**src/rtl/mem_bus_bridge_pkg.sv**
```systemverilog
// Shared types and constants for the line-to-beat memory bridge.
package mem_bus_bridge_pkg;

  localparam int CACHE_LINE_SIZE = 512;
  localparam int MEM_BUS_WIDTH   = 128;
  localparam int MEM_BEATS       = CACHE_LINE_SIZE / MEM_BUS_WIDTH;
  localparam int BEAT_IDX_W      = $clog2(MEM_BEATS);
  localparam int BEAT_CNT_W      = BEAT_IDX_W + 1;
  localparam int BYTE_OFS_W      = $clog2(MEM_BUS_WIDTH / 8);
  localparam int LINE_ADDR_W     = 64 - BEAT_IDX_W - BYTE_OFS_W;

  typedef enum logic [1:0] {IDLE, WRITE, READ, RESP} bridge_state_t;

  typedef struct packed {
    logic                       mem_req_load;
    logic                       mem_req_store;
    logic [63:0]                mem_addr;
    logic [CACHE_LINE_SIZE-1:0] mem_data_out;
  } mem_bus_req_t;

  typedef struct packed {
    logic                       mem_ready;
    logic [CACHE_LINE_SIZE-1:0] mem_data;
  } mem_bus_resp_t;

  typedef struct packed {
    logic                     we;
    logic [63:0]              addr;
    logic [MEM_BUS_WIDTH-1:0] wdata;
  } mem_beat_cmd_t;

  // Beat byte address; the beat index never carries into the line address.
  function automatic logic [63:0] beat_addr(input logic [LINE_ADDR_W-1:0] line,
                                            input logic [BEAT_IDX_W-1:0]  beat);
    return {line, beat, {BYTE_OFS_W{1'b0}}};
  endfunction

endpackage

```
**src/rtl/mem_beat_buffer.sv**
```systemverilog
// One cache line of storage with a beat-indexed write port and read port.
module mem_beat_buffer
  import mem_bus_bridge_pkg::*;
(
  input  logic                       i_clock,
  input  logic                       i_reset,
  input  logic                       i_load_line,
  input  logic [CACHE_LINE_SIZE-1:0] i_line,
  input  logic                       i_wr_en,
  input  logic [BEAT_IDX_W-1:0]      i_wr_idx,
  input  logic [MEM_BUS_WIDTH-1:0]   i_wr_data,
  input  logic [BEAT_IDX_W-1:0]      i_rd_idx,
  output logic [MEM_BUS_WIDTH-1:0]   o_rd_data,
  output logic [CACHE_LINE_SIZE-1:0] o_line
);

  logic [CACHE_LINE_SIZE-1:0] r_line;

  // Whole-line load for stores, single-beat capture for read responses.
  always_ff @(posedge i_clock or negedge i_reset) begin
    if (!i_reset) begin
      r_line <= '0;
    end else if (i_load_line) begin
      r_line <= i_line;
    end else if (i_wr_en) begin
      r_line[i_wr_idx*MEM_BUS_WIDTH +: MEM_BUS_WIDTH] <= i_wr_data;
    end
  end

  assign o_rd_data = r_line[i_rd_idx*MEM_BUS_WIDTH +: MEM_BUS_WIDTH];
  assign o_line    = r_line;

endmodule

```
**src/rtl/mem_bus_bridge.sv**
```systemverilog
// Splits cache line requests into beat commands and reassembles read beats.
module mem_bus_bridge
  import mem_bus_bridge_pkg::*;
(
  input  logic                     i_clock,
  input  logic                     i_reset,
  input  mem_bus_req_t             i_req,
  output mem_bus_resp_t            o_resp,
  output logic                     o_cmd_valid,
  input  logic                     i_cmd_ready,
  output logic                     o_cmd_we,
  output logic [63:0]              o_cmd_addr,
  output logic [MEM_BUS_WIDTH-1:0] o_cmd_wdata,
  input  logic                     i_rsp_valid,
  input  logic [MEM_BUS_WIDTH-1:0] i_rsp_data
);

  localparam logic [BEAT_CNT_W-1:0] LAST_BEAT = BEAT_CNT_W'(MEM_BEATS - 1);

  bridge_state_t              r_state;
  logic [LINE_ADDR_W-1:0]     r_addr;
  logic [BEAT_CNT_W-1:0]      r_issued;
  logic [BEAT_CNT_W-1:0]      r_rcvd;
  logic                       r_cmd_valid;
  mem_beat_cmd_t              r_cmd;
  logic                       r_mem_ready;
  logic [CACHE_LINE_SIZE-1:0] r_mem_data;

  logic [BEAT_CNT_W-1:0]      w_nxt_issued;
  logic [BEAT_IDX_W-1:0]      w_nxt_idx;
  logic [MEM_BUS_WIDTH-1:0]   w_buf_rd;
  logic [CACHE_LINE_SIZE-1:0] w_buf_line;
  logic [CACHE_LINE_SIZE-1:0] w_assembled;
  logic                       w_rsp_take;
  logic                       w_load_line;
  logic                       w_unused_addr;

  assign w_nxt_issued  = r_issued + 1'b1;
  assign w_nxt_idx     = w_nxt_issued[BEAT_IDX_W-1:0];
  assign w_rsp_take    = i_rsp_valid && (r_state == READ) && (r_issued > r_rcvd);
  assign w_load_line   = (r_state == IDLE) && i_req.mem_req_store;
  assign w_unused_addr = ^i_req.mem_addr[63:LINE_ADDR_W];

  mem_beat_buffer u_buf (
    .i_clock     (i_clock),
    .i_reset     (i_reset),
    .i_load_line (w_load_line),
    .i_line      (i_req.mem_data_out),
    .i_wr_en     (w_rsp_take),
    .i_wr_idx    (r_rcvd[BEAT_IDX_W-1:0]),
    .i_wr_data   (i_rsp_data),
    .i_rd_idx    (w_nxt_idx),
    .o_rd_data   (w_buf_rd),
    .o_line      (w_buf_line)
  );

  // Line as it will look once the incoming response beat is captured.
  always_comb begin
    w_assembled = w_buf_line;
    w_assembled[r_rcvd[BEAT_IDX_W-1:0]*MEM_BUS_WIDTH +: MEM_BUS_WIDTH] = i_rsp_data;
  end

  // Bridge FSM with registered command and response outputs.
  always_ff @(posedge i_clock or negedge i_reset) begin
    if (!i_reset) begin
      r_state     <= IDLE;
      r_addr      <= '0;
      r_issued    <= '0;
      r_rcvd      <= '0;
      r_cmd_valid <= 1'b0;
      r_cmd       <= '0;
      r_mem_ready <= 1'b0;
      r_mem_data  <= '0;
    end else begin
      r_mem_ready <= 1'b0;
      case (r_state)
        IDLE: begin
          r_issued <= '0;
          r_rcvd   <= '0;
          if (i_req.mem_req_store) begin
            r_addr      <= i_req.mem_addr[LINE_ADDR_W-1:0];
            r_cmd       <= '{we: 1'b1,
                             addr: beat_addr(i_req.mem_addr[LINE_ADDR_W-1:0], '0),
                             wdata: i_req.mem_data_out[MEM_BUS_WIDTH-1:0]};
            r_cmd_valid <= 1'b1;
            r_state     <= WRITE;
          end else if (i_req.mem_req_load) begin
            r_addr      <= i_req.mem_addr[LINE_ADDR_W-1:0];
            r_cmd       <= '{we: 1'b0,
                             addr: beat_addr(i_req.mem_addr[LINE_ADDR_W-1:0], '0),
                             wdata: '0};
            r_cmd_valid <= 1'b1;
            r_state     <= READ;
          end
        end
        WRITE, READ: begin
          if (r_cmd_valid && i_cmd_ready) begin
            r_issued <= w_nxt_issued;
            if (r_issued == LAST_BEAT) begin
              r_cmd_valid <= 1'b0;
              if (r_state == WRITE) begin
                r_state     <= RESP;
                r_mem_ready <= 1'b1;
              end
            end else begin
              r_cmd.addr <= beat_addr(r_addr, w_nxt_idx);
              if (r_cmd.we) r_cmd.wdata <= w_buf_rd;
            end
          end
          if (w_rsp_take) begin
            r_rcvd <= r_rcvd + 1'b1;
            if (r_rcvd == LAST_BEAT) begin
              r_state     <= RESP;
              r_mem_ready <= 1'b1;
              r_mem_data  <= w_assembled;
            end
          end
        end
        RESP: begin
          r_state <= IDLE;
        end
        default: r_state <= IDLE;
      endcase
    end
  end

  assign o_resp.mem_ready = r_mem_ready;
  assign o_resp.mem_data  = r_mem_data;
  assign o_cmd_valid      = r_cmd_valid;
  assign o_cmd_we         = r_cmd.we;
  assign o_cmd_addr       = r_cmd.addr;
  assign o_cmd_wdata      = r_cmd.wdata;

  // Simultaneous load and store is illegal; the store path is taken.
  a_req_exclusive: assert property (@(posedge i_clock) disable iff (!i_reset)
      !(r_state == IDLE && i_req.mem_req_load && i_req.mem_req_store))
    else $warning("mem_bus_bridge: load and store requested together, store taken");

  // A response without an outstanding read is dropped.
  a_rsp_expected: assert property (@(posedge i_clock) disable iff (!i_reset)
      !i_rsp_valid || w_rsp_take)
    else $warning("mem_bus_bridge: rsp_valid with no outstanding read dropped");

endmodule

```
**config.mk**
```make
export PLATFORM = sky130hd
export DESIGN_NAME = mem_bus_bridge
export DESIGN_NICKNAME = d
export VERILOG_FILES = /design/src/rtl/mem_bus_bridge_pkg.sv /design/src/rtl/mem_beat_buffer.sv /design/src/rtl/mem_bus_bridge.sv
export SDC_FILE = /design/constraint.sdc
export NUM_CORES = 2
export LEC_CHECK = 0
export CORE_AREA = 2 2 553 555
export DETAILED_ROUTE_END_ITERATION = 16
export DIE_AREA = 0 0 555 557
export SYNTH_ARGS = -nofsm -noshare
export SYNTH_HDL_FRONTEND = slang
export SYNTH_SLANG_ARGS = --single-unit
```
**constraint.sdc**
```tcl
create_clock -name i_clock -period 3 [get_ports i_clock]
set_clock_uncertainty 0.1 [all_clocks]
set_input_delay 0.9 -clock i_clock [delete_from_list [all_inputs] [get_ports i_clock]]
set_output_delay 0.9 -clock i_clock [all_outputs]
set_load 0.05 [all_outputs]
```
==> results.json <==
{
  "run_status": "finished, final reports clean",
  "ys.flop_type": "dfrtp_1",
  "ant_nets": 0,
  "yosys_warnings": 0,
  "timing.setup.tns_ns": 0,
  "fillerInstances": 31200,
  "area_delta_synth_final_pct": 36.8,
  "setup_violations": 0,
  "hold-path-endpoint": "r_mem_data[4]",
  "buffers_inverters_on_critical_path": 1,
  "regToRegStartpoint": "r_issued[0]",
  "die_height_um": 557,
  "clkPwrFrac_pct": 17.3,
  "pin_count": 1417,
  "io_buffers": 1406,
  "final_hold_viol_count": 0,
  "hp-start": "r_mem_data[4]",
  "total_power_mw": 117,
  "first_pass_grt_wire_length_um": 541000,
  "timing.hold.worst_path_depth": 1,
  "detail_route.first_pass.iterations": 7,
  "hold_path.class": "register to register",
  "async_reset_ff_share_pct": 100,
  "num_vias": 66000,
  "dpl.hpwl_um": 308000,
  "timing.reg2reg.worst_path_depth": 6,
  "timing.critical_path.cells": "clkdlybuf4s15_1",
  "rrSetupSlack_ns": 0.09,
  "synth_top_area_share_pct": 45.9,
  "final_routed_wire_length_divided_by_cell_count_um": 32.5,
  "worst_pin_slew_ns": 1.07,
  "clockRootBuffer": "clkbuf_16",
  "global_route.usage.total_pct": 24.7,
  "fraction_of_layout_cells_with_a_size_suffix_above_1_pct": 24.2,
  "seq_area_um2": 32100,
  "layout.core_utilization_pct": 31.4,
  "finalWorstPathRequiredPeriod_ns": 2.95,
  "floorplan.die_area_um2": 309000,
  "switching_share_pct": 50.1,
  "clock_tree.htree_level_count": 4,
  "timing.critical_path.to_type": "output pin",
  "p_comb_share_pct": 59.3,
  "grt_pass1_vias": 63700,
  "first_iter_violations": 7931,
  "worst-endpoint-required_ns": 2.00,
  "wl_um": 400000,
  "synth_enable_flop_cells": 0,
  "cts_sinks": 1281,
  "finished_layout_cell_area_um2": 95500,
  "max-cap-violations": 0,
  "seq_power_share_pct": 23.4,
  "synth.cell_area_um2": 69800,
  "floorplan.rows": 203,
  "intPower_mw": 58.4,
  "clock_slew_at_the_register_clock_pins_of_the_worst_setup_and_hold_paths_ns": 0.06,
  "power_switching_mw": 58.6,
  "routabilityCongestion": 1.00,
  "worst_hold_slack_ns": 0.404,
  "max_freq_mhz": 338,
  "synth.avg_cell_area_um2": 10.4,
  "fp.dieW_um": 555,
  "clock_latency_reported_for_the_late_side_of_the_worst_skew_pair_ns": 0.85,
  "initial_utilization_pct": 23.0,
  "vdd_drop_max_mv": 1.26,
  "finalCritPeriodShare_pct": 98.5,
  "timing.critical_path.fanout_max": 2,
  "dpl-instance-area_um2": 90300,
  "synth-seq-area-share_pct": 45.9,
  "startpoint_type": "register",
  "multi_input_area_um2": 34000,
  "power_density_nw_per_um2": 1230,
  "drc_errors": 0,
  "slowest_delay_ns": 0.56,
  "finish.net_count": 8794,
  "gr-total-overflow": 0,
  "worst_r2r_dst": "o_cmd_wdata[8]",
  "floorplan.core_area_um2": 304000,
  "critical_path_class": "register to output pin",
  "antenna_found_initial": 218,
  "setup_repair_after_global_routing_missed_its_margin": "yes",
  "cts_tree": "yes",
  "clock_tree.buffer_depth": 4,
  "leakage_power_nw": 41.1,
  "worst_slew_margin_rel_pct": 28.8,
  "post_cts_buffers": 0,
  "yosys.area.top_type": "dfrtp_1",
  "numCtsBuffers": 162,
  "largest_net_degree_at_the_start_of_global_routing": 123,
  "crit_family": "buffers and inverters",
  "slowest_stage": "clkdlybuf4s15_1",
  "synth.lib_cells_used.distinct": 53,
  "cp_data_arrival_time_ns": 1.95,
  "drv_slew": 0,
  "post_synth_main_area_contributors": "dfrtp_1, mux2_4, a21oi_1",
  "drt-vias-per-instance": 5.36,
  "synth_seq_cells": 1281,
  "synthCells": 6740
}
worst max-delay path by stage:
stage,startpoint,to,cells after the start
3_3_place_gp,i_rsp_valid,r_mem_data[487],6
5_1_grt,r_issued[1],u_buf.o_line[209],8
6_report,r_mem_data[182],o_resp[182],1
4_1_cts,r_mem_data[181],o_resp[181],1
2_1_floorplan,r_issued[0],r_mem_data[442],12
3_5_place_dp,i_rsp_valid,r_mem_data[363],6
synth_stat cells, types with 129 or more instances:
cell / n
dfrtp_1: 1281
a21oi_1: 770
nand2_1: 524
nor2b_1: 514
nor3_1: 513
o31ai_1: 512
mux2_4: 469
clkbuf_1: 421
a31o_2: 384
mux2i_1: 257
nor2_1: 251
o22ai_1: 187
buf_2: 178
a22o_1: 129
through the flow:
stage / setup slack (ns) / instances
after global routing: 0.000123 / 12300
final: 0.0454 / 12300
after CTS: 0.00834 / 12200
after detailed placement: -0.229 / 11900
after global placement: -0.185 / 11900
after floorplan: 0.128 / 6743
per-layer routing:
metal	GRT usage [%]	wire length [µm]	vias to the layer above
li1	-	-	27500
met2	33.3	159000	4197
met3	9.60	48300	828
met5	0	459	-
met4	14.4	24100	68
met1	33.0	168000	33400
power groups by stage:
stage	logic, mW	clock network, mW	registers (mW)
final	69.4	20.2	27.3
after global routing	72.8	21.2	27.8
after CTS	68.2	20.6	27.1
after detailed placement	68.6	0	27.4
after global placement	67.9	0	27.1
after floorplan	35.9	0	31.1
cell families after synthesis:
family / Yosys count / share of synthesized area [%]
AO/OA/AOI/OAI: 2063 / 20.1
XOR/XNOR: 1 / 0.0126
adder cells (fa/ha/maj): 14 / 0.251
buffers and inverters: 732 / 5.59
flip-flops: 1281 / 45.9
multiplexers: 827 / 15.4
other: 1 / 0.00537
AND/OR/NAND/NOR: 1821 / 12.7
final cells by class:
| class | count | area share [%] |
|---|---|---|
| repair buffers | 1883 | 19.5 |
| multi-input cells | 4730 | 35.6 |
| well taps | 3997 | 5.24 |
| flip-flops and latches | 1281 | 33.6 |
| clock inverters | 49 | 0.625 |
| diodes | 127 | 0.333 |
| inverters | 12 | 0.0524 |
| clock buffers | 234 | 4.98 |
cell usage in the layout, fill, tap and decap left out, types with 5 or more instances in the layout:
cell                n
a21oi_1           770
a221oi_1           58
a22o_1            129
a31o_2            384
buf_12            172
buf_4             572
bufinv_16           9
clkbuf_1           32
clkbuf_16         165
clkbuf_8           37
clkdlybuf4s50_1   702
clkinv_2           22
clkinv_4            5
clkinvlp_4          6
dfrtp_1          1280
diode_2           127
dlygate4sd2_1     430
ha_1                9
ha_4                5
inv_1              10
mux2_2            101
mux2_4            469
mux2i_1           257
nand2_1           523
nor2_1            250
nor2b_1           512
nor3_1            512
o21ai_0             6
o22ai_1           187
o31ai_1           512
flip-flops by register name, summed over array words and instances (netlist names):
register,count
r_rcvd,3
r_mem_ready,1
o_cmd_we,1
o_cmd_valid,1
r_state,2
o_cmd_addr,60
r_issued,3
r_addr,58
o_cmd_wdata,128
u_buf.o_line,512
r_mem_data,512
repair_timing:
item                                    in CTS  in global routing
hold endpoints to repair                     3                  0
endpoints found under the setup margin     432                  8
gates cloned                                 0                  0
hold buffers                                 1                  0
gates resized for setup                    434                  3
Note: power is estimated with default switching activity, not from simulation.
